### src/rtl/output_drain_pkg.sv
// Shared definitions for the output drain: the register macro used for
// counters and flags, the drain state encoding, the output-count helper and
// the linear address computation (also usable by a testbench scoreboard).

`ifndef REG
// Asynchronously reset register: q takes rst_v while rst_n is low, else d.
`define REG(clk_s, rst_ns, q_s, d_s, rst_v) \
  always_ff @(posedge clk_s or negedge rst_ns) \
    if (!rst_ns) q_s <= (rst_v); \
    else q_s <= (d_s);
`endif

package output_drain_pkg;

  typedef enum logic [1:0] {
    IDLE    = 2'd0,
    COLLECT = 2'd1,
    DONE    = 2'd2
  } drain_state_t;

  localparam int DEF_MAP_WIDTH  = 1024;
  localparam int DEF_MAP_HEIGHT = 1024;
  localparam int DEF_NB_CHANNELS = 64;

  // Number of results making up one complete output feature map.
  function automatic logic [31:0] total_outputs(input int map_w, input int map_h,
                                                input int nb_ch);
    return 32'(map_w * map_h * nb_ch);
  endfunction

  localparam logic [31:0] TOTAL_OUTPUTS =
    total_outputs(DEF_MAP_WIDTH, DEF_MAP_HEIGHT, DEF_NB_CHANNELS);

  // Linear address (y*W + x)*CH + ch with every product kept at 32 bits.
  function automatic logic [31:0] calc_addr(input logic [31:0] x,
                                            input logic [31:0] y,
                                            input logic [31:0] ch,
                                            input logic [31:0] map_w,
                                            input logic [31:0] nb_ch);
    return (y * map_w + x) * nb_ch + ch;
  endfunction

endpackage

### src/rtl/output_drain_sync_fifo.sv
// Synchronous first-word-fall-through FIFO used as the drain result buffer.
// Storage is registered, so a word pushed in cycle N is readable in N+1.
// clr empties the FIFO synchronously; a push and pop on a full FIFO both occur.

module sync_fifo #(
  parameter int WIDTH = 64,
  parameter int DEPTH = 8
) (
  input  logic                     clk,
  input  logic                     arst_n_in,
  input  logic                     clr,
  input  logic                     push,
  input  logic                     pop,
  input  logic [WIDTH-1:0]         din,
  output logic [WIDTH-1:0]         dout,
  output logic                     full,
  output logic                     empty,
  output logic [$clog2(DEPTH):0]   count
);

  localparam int AW = $clog2(DEPTH);
  localparam int CW = AW + 1;

  logic [WIDTH-1:0] mem_q [DEPTH];
  logic [AW-1:0]    wr_ptr_q, wr_ptr_d;
  logic [AW-1:0]    rd_ptr_q, rd_ptr_d;
  logic [CW-1:0]    count_q, count_d;
  logic             do_push, do_pop;

  assign full    = (count_q == CW'(DEPTH));
  assign empty   = (count_q == '0);
  assign count   = count_q;
  assign dout    = mem_q[rd_ptr_q];
  assign do_pop  = pop && !empty && !clr;
  assign do_push = push && !clr && (!full || do_pop);

  // Next pointer and occupancy values; pointers wrap naturally modulo DEPTH.
  always_comb begin
    // NOTE: every signal gets a default first so no path leaves it unassigned (no latch).
    wr_ptr_d = wr_ptr_q;
    rd_ptr_d = rd_ptr_q;
    count_d  = count_q;
    if (clr) begin
      wr_ptr_d = '0;
      rd_ptr_d = '0;
      count_d  = '0;
    end else begin
      if (do_push) wr_ptr_d = wr_ptr_q + 1'b1;
      if (do_pop)  rd_ptr_d = rd_ptr_q + 1'b1;
      case ({do_push, do_pop})
        2'b10:   count_d = count_q + 1'b1;
        2'b01:   count_d = count_q - 1'b1;
        default: count_d = count_q;
      endcase
    end
  end

  // Pointer and occupancy registers.
  // NOTE: sequential state is always assigned with <= so all registers update together.
  `REG(clk, arst_n_in, wr_ptr_q, wr_ptr_d, '0)
  `REG(clk, arst_n_in, rd_ptr_q, rd_ptr_d, '0)
  `REG(clk, arst_n_in, count_q, count_d, '0)

  // Word storage.
  // NOTE: the array has no reset; an empty FIFO never exposes it, so resetting it buys nothing.
  always_ff @(posedge clk) begin
    if (do_push) mem_q[wr_ptr_q] <= din;
  end

endmodule

### src/rtl/output_drain.sv
// Output drain: consumer end of the accelerator result interface.
// Buffers each announced result with its linear address, streams it to the
// host over valid/ready, counts deliveries, flags overflow and raises done
// once the full feature map has left the block.
// Optional build macro OUTPUT_DRAIN_RELU_EN clamps negative results to zero
// on the enqueue path (address unaffected, no added latency).

module output_drain
  import output_drain_pkg::*;
#(
  parameter int FEATURE_MAP_WIDTH  = DEF_MAP_WIDTH,
  parameter int FEATURE_MAP_HEIGHT = DEF_MAP_HEIGHT,
  parameter int OUTPUT_NB_CHANNELS = DEF_NB_CHANNELS,
  parameter int ACC_WIDTH          = 32,
  parameter int FIFO_DEPTH         = 8,
  parameter int ADDR_WIDTH         = 32
) (
  input  logic                  clk,
  input  logic                  arst_n_in,
  input  logic                  start,
  input  logic                  in_valid,
  input  logic [ACC_WIDTH-1:0]  in_data,
  input  logic [31:0]           in_x,
  input  logic [31:0]           in_y,
  input  logic [31:0]           in_ch,
  output logic                  stall_req,
  output logic                  out_valid,
  input  logic                  out_ready,
  output logic [ACC_WIDTH-1:0]  out_data,
  output logic [ADDR_WIDTH-1:0] out_addr,
  output logic                  overflow,
  output logic                  done,
  output logic [31:0]           delivered_cnt
);

  localparam int          WORD_W = ACC_WIDTH + ADDR_WIDTH;
  localparam int          CW     = $clog2(FIFO_DEPTH) + 1;
  localparam logic [31:0] TOTAL  =
    total_outputs(FEATURE_MAP_WIDTH, FEATURE_MAP_HEIGHT, OUTPUT_NB_CHANNELS);

  drain_state_t          state_q, state_d;
  logic [31:0]           cnt_q, cnt_d;
  logic                  ovf_q, ovf_d;

  logic                  armed;
  logic                  enq_req;
  logic                  handshake;
  logic [ACC_WIDTH-1:0]  data_clamped;
  logic [ADDR_WIDTH-1:0] enq_addr;
  logic [WORD_W-1:0]     fifo_dout;
  logic                  fifo_full, fifo_empty;
  logic [CW-1:0]         fifo_count;

`ifdef OUTPUT_DRAIN_RELU_EN
  assign data_clamped = in_data[ACC_WIDTH-1] ? '0 : in_data;
`else
  assign data_clamped = in_data;
`endif

  assign enq_addr  = ADDR_WIDTH'(calc_addr(in_x, in_y, in_ch,
                                           32'(FEATURE_MAP_WIDTH),
                                           32'(OUTPUT_NB_CHANNELS)));
  assign armed     = (state_q != IDLE);
  // start wins over a same-cycle result, which is dropped.
  assign enq_req   = armed && in_valid && !start;
  assign out_valid = armed && !fifo_empty;
  assign handshake = out_valid && out_ready;

  sync_fifo #(
    .WIDTH (WORD_W),
    .DEPTH (FIFO_DEPTH)
  ) u_fifo (
    .clk       (clk),
    .arst_n_in (arst_n_in),
    .clr       (start),
    .push      (enq_req),
    .pop       (handshake),
    .din       ({data_clamped, enq_addr}),
    .dout      (fifo_dout),
    .full      (fifo_full),
    .empty     (fifo_empty),
    .count     (fifo_count)
  );

  // Head word is forced to zero when nothing is valid so outputs never show stale storage.
  assign out_data      = out_valid ? fifo_dout[WORD_W-1:ADDR_WIDTH] : '0;
  assign out_addr      = out_valid ? fifo_dout[ADDR_WIDTH-1:0] : '0;
  assign stall_req     = (fifo_count >= CW'(FIFO_DEPTH - 2));
  assign overflow      = ovf_q;
  assign done          = (state_q == DONE);
  assign delivered_cnt = cnt_q;

  // Next-state, delivered count and sticky overflow.
  always_comb begin
    state_d = state_q;
    cnt_d   = cnt_q;
    ovf_d   = ovf_q;
    if (start) begin
      state_d = COLLECT;
      cnt_d   = '0;
      ovf_d   = 1'b0;
    end else begin
      if (handshake && (cnt_q != '1)) cnt_d = cnt_q + 32'd1;
      // Full with a simultaneous pop still accepts the word.
      if (enq_req && fifo_full && !handshake) ovf_d = 1'b1;
      case (state_q)
        IDLE:    state_d = IDLE;
        COLLECT: begin
          if (handshake && (cnt_d >= TOTAL) && (fifo_count == CW'(1)) && !enq_req)
            state_d = DONE;
        end
        DONE:    state_d = DONE;
        default: state_d = IDLE;
      endcase
    end
  end

  // Drain state register.
  always_ff @(posedge clk or negedge arst_n_in) begin
    if (!arst_n_in) state_q <= IDLE;
    else            state_q <= state_d;
  end

  // Delivered-result counter and sticky overflow flag.
  `REG(clk, arst_n_in, cnt_q, cnt_d, '0)
  `REG(clk, arst_n_in, ovf_q, ovf_d, 1'b0)

endmodule
### config.mk
export PLATFORM = sky130hd
export DESIGN_NAME = output_drain
export DESIGN_NICKNAME = d
export VERILOG_FILES = /design/src/rtl/output_drain_pkg.sv /design/src/rtl/output_drain_sync_fifo.sv /design/src/rtl/output_drain.sv
export SDC_FILE = /design/constraint.sdc
export NUM_CORES = 1
export LEC_CHECK = 0
export ABC_AREA = 1
export ABC_CLOCK_PERIOD_IN_PS = 5360
export BUFFER_PORTS_ARGS = -buffer_cell sky130_fd_sc_hd__buf_2
export CORE_MARGIN = 2
export CORE_UTILIZATION = 40
export CTS_CLUSTER_DIAMETER = 200
export DETAILED_ROUTE_END_ITERATION = 7
export MAX_ROUTING_LAYER = met4
export SYNTH_ARGS = -nofsm -noshare
export SYNTH_HDL_FRONTEND = slang
export SYNTH_SLANG_ARGS = --single-unit
### constraint.sdc
create_clock -name clk -period 5.36 [get_ports clk]
set_clock_uncertainty 0.05 [all_clocks]
set_input_delay 0.268 -clock clk [delete_from_list [all_inputs] [get_ports clk]]
set_output_delay 0.268 -clock clk [all_outputs]
set_load 0.02 [all_outputs]
Word level (Yosys, flattened, before mapping)
Memories as Yosys holds them, arrays and structs flattened.
Cells that the tools add are included.
{"block": "classes", "n_reduce_logical": 26, "eq_ne": 8, "multipliers": 0, "magnitude_cmp": 2, "addsub": 7, "n_div": 0, "bitwise": 0, "n_shift": 0, "mux": 18}
{"operator": "$mux 32", "n": 5}
{"operator": "$add 32x1->32 const B", "n": 1}
{"operator": "$add 32x32->32", "n": 1}
{"operator": "$ge 32x27->1 const B", "n": 1}
{"operator": "$ne 32x32->1 const B", "n": 1}
{"operator": "$add 26x26->26", "n": 1}
{"operator": "$logic_and 1x1->1", "n": 14}
{"operator": "$mux 3", "n": 4}
{"operator": "$pmux 4 s2", "n": 1}
{"operator": "$reduce_bool 2->1", "n": 4}
{"operator": "$add 3x1->3 const B", "n": 2}
{"operator": "$logic_not 1->1", "n": 5}
{"operator": "$add 4x1->4 const B", "n": 1}
{"operator": "$eq 2x1->1 const B", "n": 2}
{"operator": "$eq 2x2->1 const B", "n": 2}
{"operator": "$eq 4x1->1 const B", "n": 1}
{"operator": "$eq 4x4->1 const B", "n": 1}
{"operator": "$ge 4x3->1 const B", "n": 1}
{"operator": "$logic_not 4->1", "n": 1}
{"operator": "$mux 1", "n": 4}
{"operator": "$mux 2", "n": 2}
{"operator": "$mux 4", "n": 1}
{"operator": "$pmux 2 s2", "n": 1}
{"operator": "$sub 4x1->4 const B", "n": 1}
{"operator": "other kinds (3)", "n": 3}
{"block": "totals", "latchBits": 0, "ff_bits": 45, "n_memories": 1, "in_bits": 133, "out_inout_bits": 100, "ram_bits": 512, "word_cells": 68, "mem_bits_ro": 0}
{"memory": "u_fifo.mem_q", "depth": 8, "word_bits": 64, "read_ports": 1, "rd_clocked_by_memory_dff": 0, "wr": 1, "line": "output_drain_sync_fifo.sv:24", "text": "logic [WIDTH-1:0] mem_q [DEPTH];"}

Depth between registers and ports, before layout
{"block": "depth", "depth_word": 14, "ltp_mapped": 20, "depth_no_buf": 20}

Hierarchy
From an unflattened synthesis, not the netlist that was laid out.
{"block": "hier_totals", "hier_cells": 2252, "hier_area_um2": 25364.3}
{"mod": "sync_fifo", "cells_each": 1470, "area_each_um2": 20453.4, "n_inst": 1, "seq_area_each_um2": 15625.0}
{"mod": "output_drain", "cells_each": 782, "area_each_um2": 4911.0, "n_inst": 1, "seq_area_each_um2": 875.8}

Worst setup path before layout
No wires, ideal clock.
{"block": "synth_timing", "path_kind": "register to register", "from": "register u_fifo.count_q[0] (netlist: u_fifo.count[0])", "to": "memory u_fifo.mem_q[0][0], enable pin", "required_time_ns": 4.824, "stages_incl_launch_ff": 10, "t_arrival_ns": 4.030, "setup_time_ns": 0.486, "n_path_buf": 0, "path_slack_ns": 0.794, "path_cell_list": "dfrtp_1 inv_1 ha_1 a21oi_4 nand2_4 nand2_1 nand2_1 inv_1 nand2_1 nor2_1"}
{"block": "synth_between", "elab_chain_len": 10}
{"item": "from (decl)", "line": "output_drain_sync_fifo.sv:27", "text": "logic [CW-1:0] count_q, count_d;"}
{"item": "$logic_not 4->1", "line": "output_drain_sync_fifo.sv:31", "text": "assign empty = (count_q == '0);"}
{"item": "$logic_not 1->1", "line": "output_drain_sync_fifo.sv:34, output_drain.sv:66"}
{"item": "$logic_and 1x1->1", "line": "output_drain.sv:66", "text": "assign out_valid = armed && !fifo_empty;"}
{"item": "$logic_and 1x1->1", "line": "output_drain.sv:67", "text": "assign handshake = out_valid && out_ready;"}
{"item": "$logic_and 1x1->1 (2 in a row)", "line": "output_drain_sync_fifo.sv:34", "text": "assign do_pop = pop && !empty && !clr;"}
{"item": "$logic_or 1x1->1 *", "line": "output_drain_sync_fifo.sv:35", "text": "assign do_push = push && !clr && (!full || do_pop);"}
{"item": "$logic_and 1x1->1 *", "line": "output_drain_sync_fifo.sv:35"}
{"item": "$mux 1 *", "line": "output_drain_sync_fifo.sv:67", "text": "if (do_push) mem_q[wr_ptr_q] <= din;"}
{"item": "$mux 1 (not written as such) *", "line": "output_drain_sync_fifo.sv:67"}
{"item": "to (decl)", "line": "output_drain_sync_fifo.sv:24"}
Every way passes the cells marked *; elsewhere a longest branch is shown, timed or not.

Worst setup path in the final report
{"block": "layout_timing", "from": "register u_fifo.rd_ptr_q[0]", "to": "output port out_addr[15]"}
{"block": "layout_between", "elab_chain_len": 2}
{"item": "from (decl)", "line": "output_drain_sync_fifo.sv:26", "text": "logic [AW-1:0] rd_ptr_q, rd_ptr_d;"}
{"item": "$mem_v2 8x64"}
{"item": "$mux 32", "line": "output_drain.sv:87", "text": "assign out_addr = out_valid ? fifo_dout[ADDR_WIDTH-1:0] : '0;"}
{"item": "to (decl)", "line": "output_drain.sv:30", "text": "output logic [ADDR_WIDTH-1:0] out_addr,"}
No other way between the ends.

==> impl_summary.md <==
Clock tree
Clock tree synthesis found a total of 557 sinks. After clock tree synthesis, the clock-pin slew on the worst setup and hold paths is approximately 0.06 ns. Clock tree synthesis selected as its root buffer the cell clkbuf_16. After clock tree synthesis, the repair step resized 0 gates.

The maximum buffer depth of the clock tree is 3. After clock tree synthesis, the flow added hold-fix buffers numbering 39. The H-tree was split into 2 levels.

The buffers inserted during post-CTS setup optimization is 0. The clock latency on the worst-skew pair is 0.59 ns. The number of clock buffers added by TritonCTS is 56. TritonCTS built the clock tree.

Placed design
The post-placement setup slack is ~1.3 ns. The wire-length estimate of the detail-placed layout is approximately 36 mm. The weighted congestion at the end of routability-driven global placement is 0.9201. The port buffer count is 210.

Timing
The final setup violation count is 0. For the finished layout, the period the worst path requires is 3.788 ns. The accumulated negative setup slack is 0 ns.

The transition time at the pin with the least slew margin is 1.115 ns. Setup repair after global routing left no endpoint under its margin. The final worst-path cycle share is 0.7068. The maximum clock frequency is 0.2640 GHz.

The final number of max-transition violations is 0. The final number of hold-violating endpoints is 0. In this run the tightest slew margin relative to its limit is 0.2547. Across all setup checks in the final design, the least slack found is 1.572 ns. The hold slack is between 0.07 and 0.08 ns.

Floorplanning
The die is ~250 um wide. The area enclosed by the die boundary is 0.06333 mm2. 233 I/O pins were placed. The starting utilization of the core area is 0.4057.

Measured along the y axis, the die boundary spans 251.7 um. The core footprint is 0.06047 mm2. The floorplan has 90 rows.

Route
The total number of vias is between 15000 and 20000. The detailed-route wire length per cell is 19.33 um. The via density per instance is 5.331. The remaining routing DRC violations is 0. In this run, the number of DRC markers left after iteration 0 of detailed routing was 1275.

The iteration count of the initial detailed-routing pass is 5. The count of nets left with antenna violations once routing finished came out at 0. The aggregate routed wire length is 62.32 mm.

Setup path
Data arrives at the worst endpoint at roughly 3.5 ns. The minimum setup slack among reg-to-reg paths is around 1.8 ns. The required time at the endpoint of the critical path is roughly 5 ns. The signal on the critical path passes through inv_6, buf_4, o21ai_0, o22ai_1, o21ai_0, a31oi_1, buf_2. The element type at the critical path start is a flop.

The kind of critical path is reg -> out. The cell repeated most along the worst path is o21ai_0. In this run the worst path has a maximum fanout of 147. Among cell families on the critical path, the largest total delay comes from buffers and inverters. The critical-path cell with the highest stage delay is inv_6. STA classifies the critical path endpoint as an output pin.

The sum of buffers and inverters on the critical path is 3. On the worst path, the slowest cell contributes a delay of around 0.85 ns.

Synthesis
The proportion of synthesized flip-flops having asynchronous set or reset is 0.08079. After synthesis, the share of cell area in mux cells is 0. The compound-gate portion of the synthesized area was 0.1257. The post-synthesis register bit count is 557. The number of nets in the synthesized netlist is 2363. In this run, synthesis inferred 512 flip-flops with an integrated enable.

The adder-cell share of the synthesized area is 0.02866. Of the total synthesized cell area, the portion taken by AND, OR, NAND and NOR gates is 0.1247. The main combinational cell family by area after synthesis is compound AO/OA/AOI/OAI gates. The average size of a mapped cell is 11.28 um2.

The biggest area contributor in the post-synthesis netlist is edfxtp_1. The number of standard cells after synthesis is 2175. The post-synthesis cell area is 0.02453 mm2. The total of warnings raised by yosys is 0. Among all flip-flop cells after synthesis, the most frequent one is edfxtp_1. The top cell type's share of synthesized area is 0.6267.

Of the synthesized area, sequential elements account for 0.6725. In this run, distinct cell masters in the synthesized netlist total 49. The XOR/XNOR share of the synthesized area is 0.01963. By area the synthesized netlist is led by edfxtp_1, nor2_1, o21ai_0.

Min path
The type of the most critical hold path is in -> reg.

Layout
For this run, the post-layout net count is roughly 2600. The library cell used most frequently in the layout, excluding fill and tap cells, is edfxtp_1. The share of final-layout standard cells stronger than drive strength 1 is 0.1446. The area growth from synthesis to final layout is 16.41%. The number of antenna diodes in the final layout is 0.

Leaving out fill and tap cells, the most frequent cells in the layout are edfxtp_1, nor2_1, o21ai_0, buf_2, nand2_1.

Pwr
Power spread over the standard cell area amounts to 416.7 mW/mm2. VDD sags by at most 269.8 uV. The leakage power summed over all cells is ~10 nW.

Run status
The run finished with clean final reports.

Global route
The initial antenna violation count is 0. The total track usage is 0.2000. The first global-routing pass estimated 95.65 mm of wire. The number of global-route vias before repair is ~17000.

After global routing the overflow that remains totals 0. Entering global routing, the biggest net connects 148 pins.

Run
The count of maximum capacitance violations is 0.
-- flip-flops by register name, indices dropped and copies added (netlist names) --
register,cells
delivered_cnt,32
overflow,1
u_fifo.rd_ptr_q,3
u_fifo.count,4
u_fifo.mem_q,512
u_fifo.wr_ptr_q,3
state_q,2
-- final timing paths --
path / from / to / cells after the start
setup / recovery: u_fifo.rd_ptr_q[0] / out_addr[15] / 7
hold / removal: out_ready / u_fifo.rd_ptr_q[0] / 4
setup reg to reg: u_fifo.count[0] / u_fifo.mem_q[2][11] / 10
hold reg to reg: overflow / overflow / 1
max in group asynchronous: arst_n_in / u_fifo.rd_ptr_q[1] / 3
min in group asynchronous: arst_n_in / state_q[1] / 3
-- final cells by class --
class / count / area (um2)
clock inverters: 29 / 206.4
flip-flops and latches: 557 / 16510
well taps: 782 / 978.4
fillers: 5468 / 31910
repair buffers: 279 / 1729
clock buffers: 70 / 1475
multi-input cells: 1437 / 7388
inverters: 70 / 274.0
-- worst register-to-register path, cell delays in order (launching register included) --
cell,delay [ns]
dfrtp_1,0.42
inv_1,0.12
ha_1,0.27
a21oi_4,0.21
nand2_4,0.15
nand2_1,0.09
nand2_1,0.08
inv_1,0.16
nand2_1,0.28
nor2_4,0.81
buf_4,0.55
-- power by group --
part           leakage (nW)  switching [mW]  internal (mW)  total, mW
combinational          4.25            2.21          0.903       3.12
clock                 0.823            1.55           2.07       3.63
sequential             5.23           0.109           5.05       5.16
-- cell families after synthesis --
group | count (synthesis)
AOI/OAI and AO/OA | 567
xor gates and xnor gates | 55
adders and majority gates | 55
buffers and inverters | 181
DFF | 557
and+or+nand+nor | 760
-- stage by stage --
step / std cells / area (um2) / power (mW) / util
6_report: 3224 / 28560 / 11.90 / 0.4723
4_1_cts: 3224 / 28560 / 12.03 / 0.4723
5_1_grt: 3224 / 28560 / 12.52 / 0.4723
3_5_place_dp: 3086 / 26490 / 8.358 / 0.4380
2_1_floorplan: 2175 / 24530 / 7.259 / -
3_3_place_gp: 3086 / 26490 / 8.293 / 0.4380
-- cell usage after synthesis, types with 24 or more instances --
cell type and instances:
ha_1 53, a21oi_1 61, o22ai_1 64, clkbuf_1 93, xnor2_1 24, inv_1 68
nand3_1 35, nand2_1 176, xor2_1 31, dfrtp_1 45, edfxtp_1 512, o21ai_0 344
a31oi_1 65, nor2_1 493
-- routing by layer --
layer | part of all wire | global-route usage | up-vias | wire length (um)
li1 | - | - | 8234 | -
met2 | 0.48 | 0.3254 | 494 | 29790
met1 | 0.44 | 0.2621 | 8382 | 27730
met5 | 0 | - | - | 0
met3 | 0.061 | 0.03570 | 78 | 3772
met4 | 0.017 | 0.04677 | 0 | 1030
(Power assumes the default switching activity.)
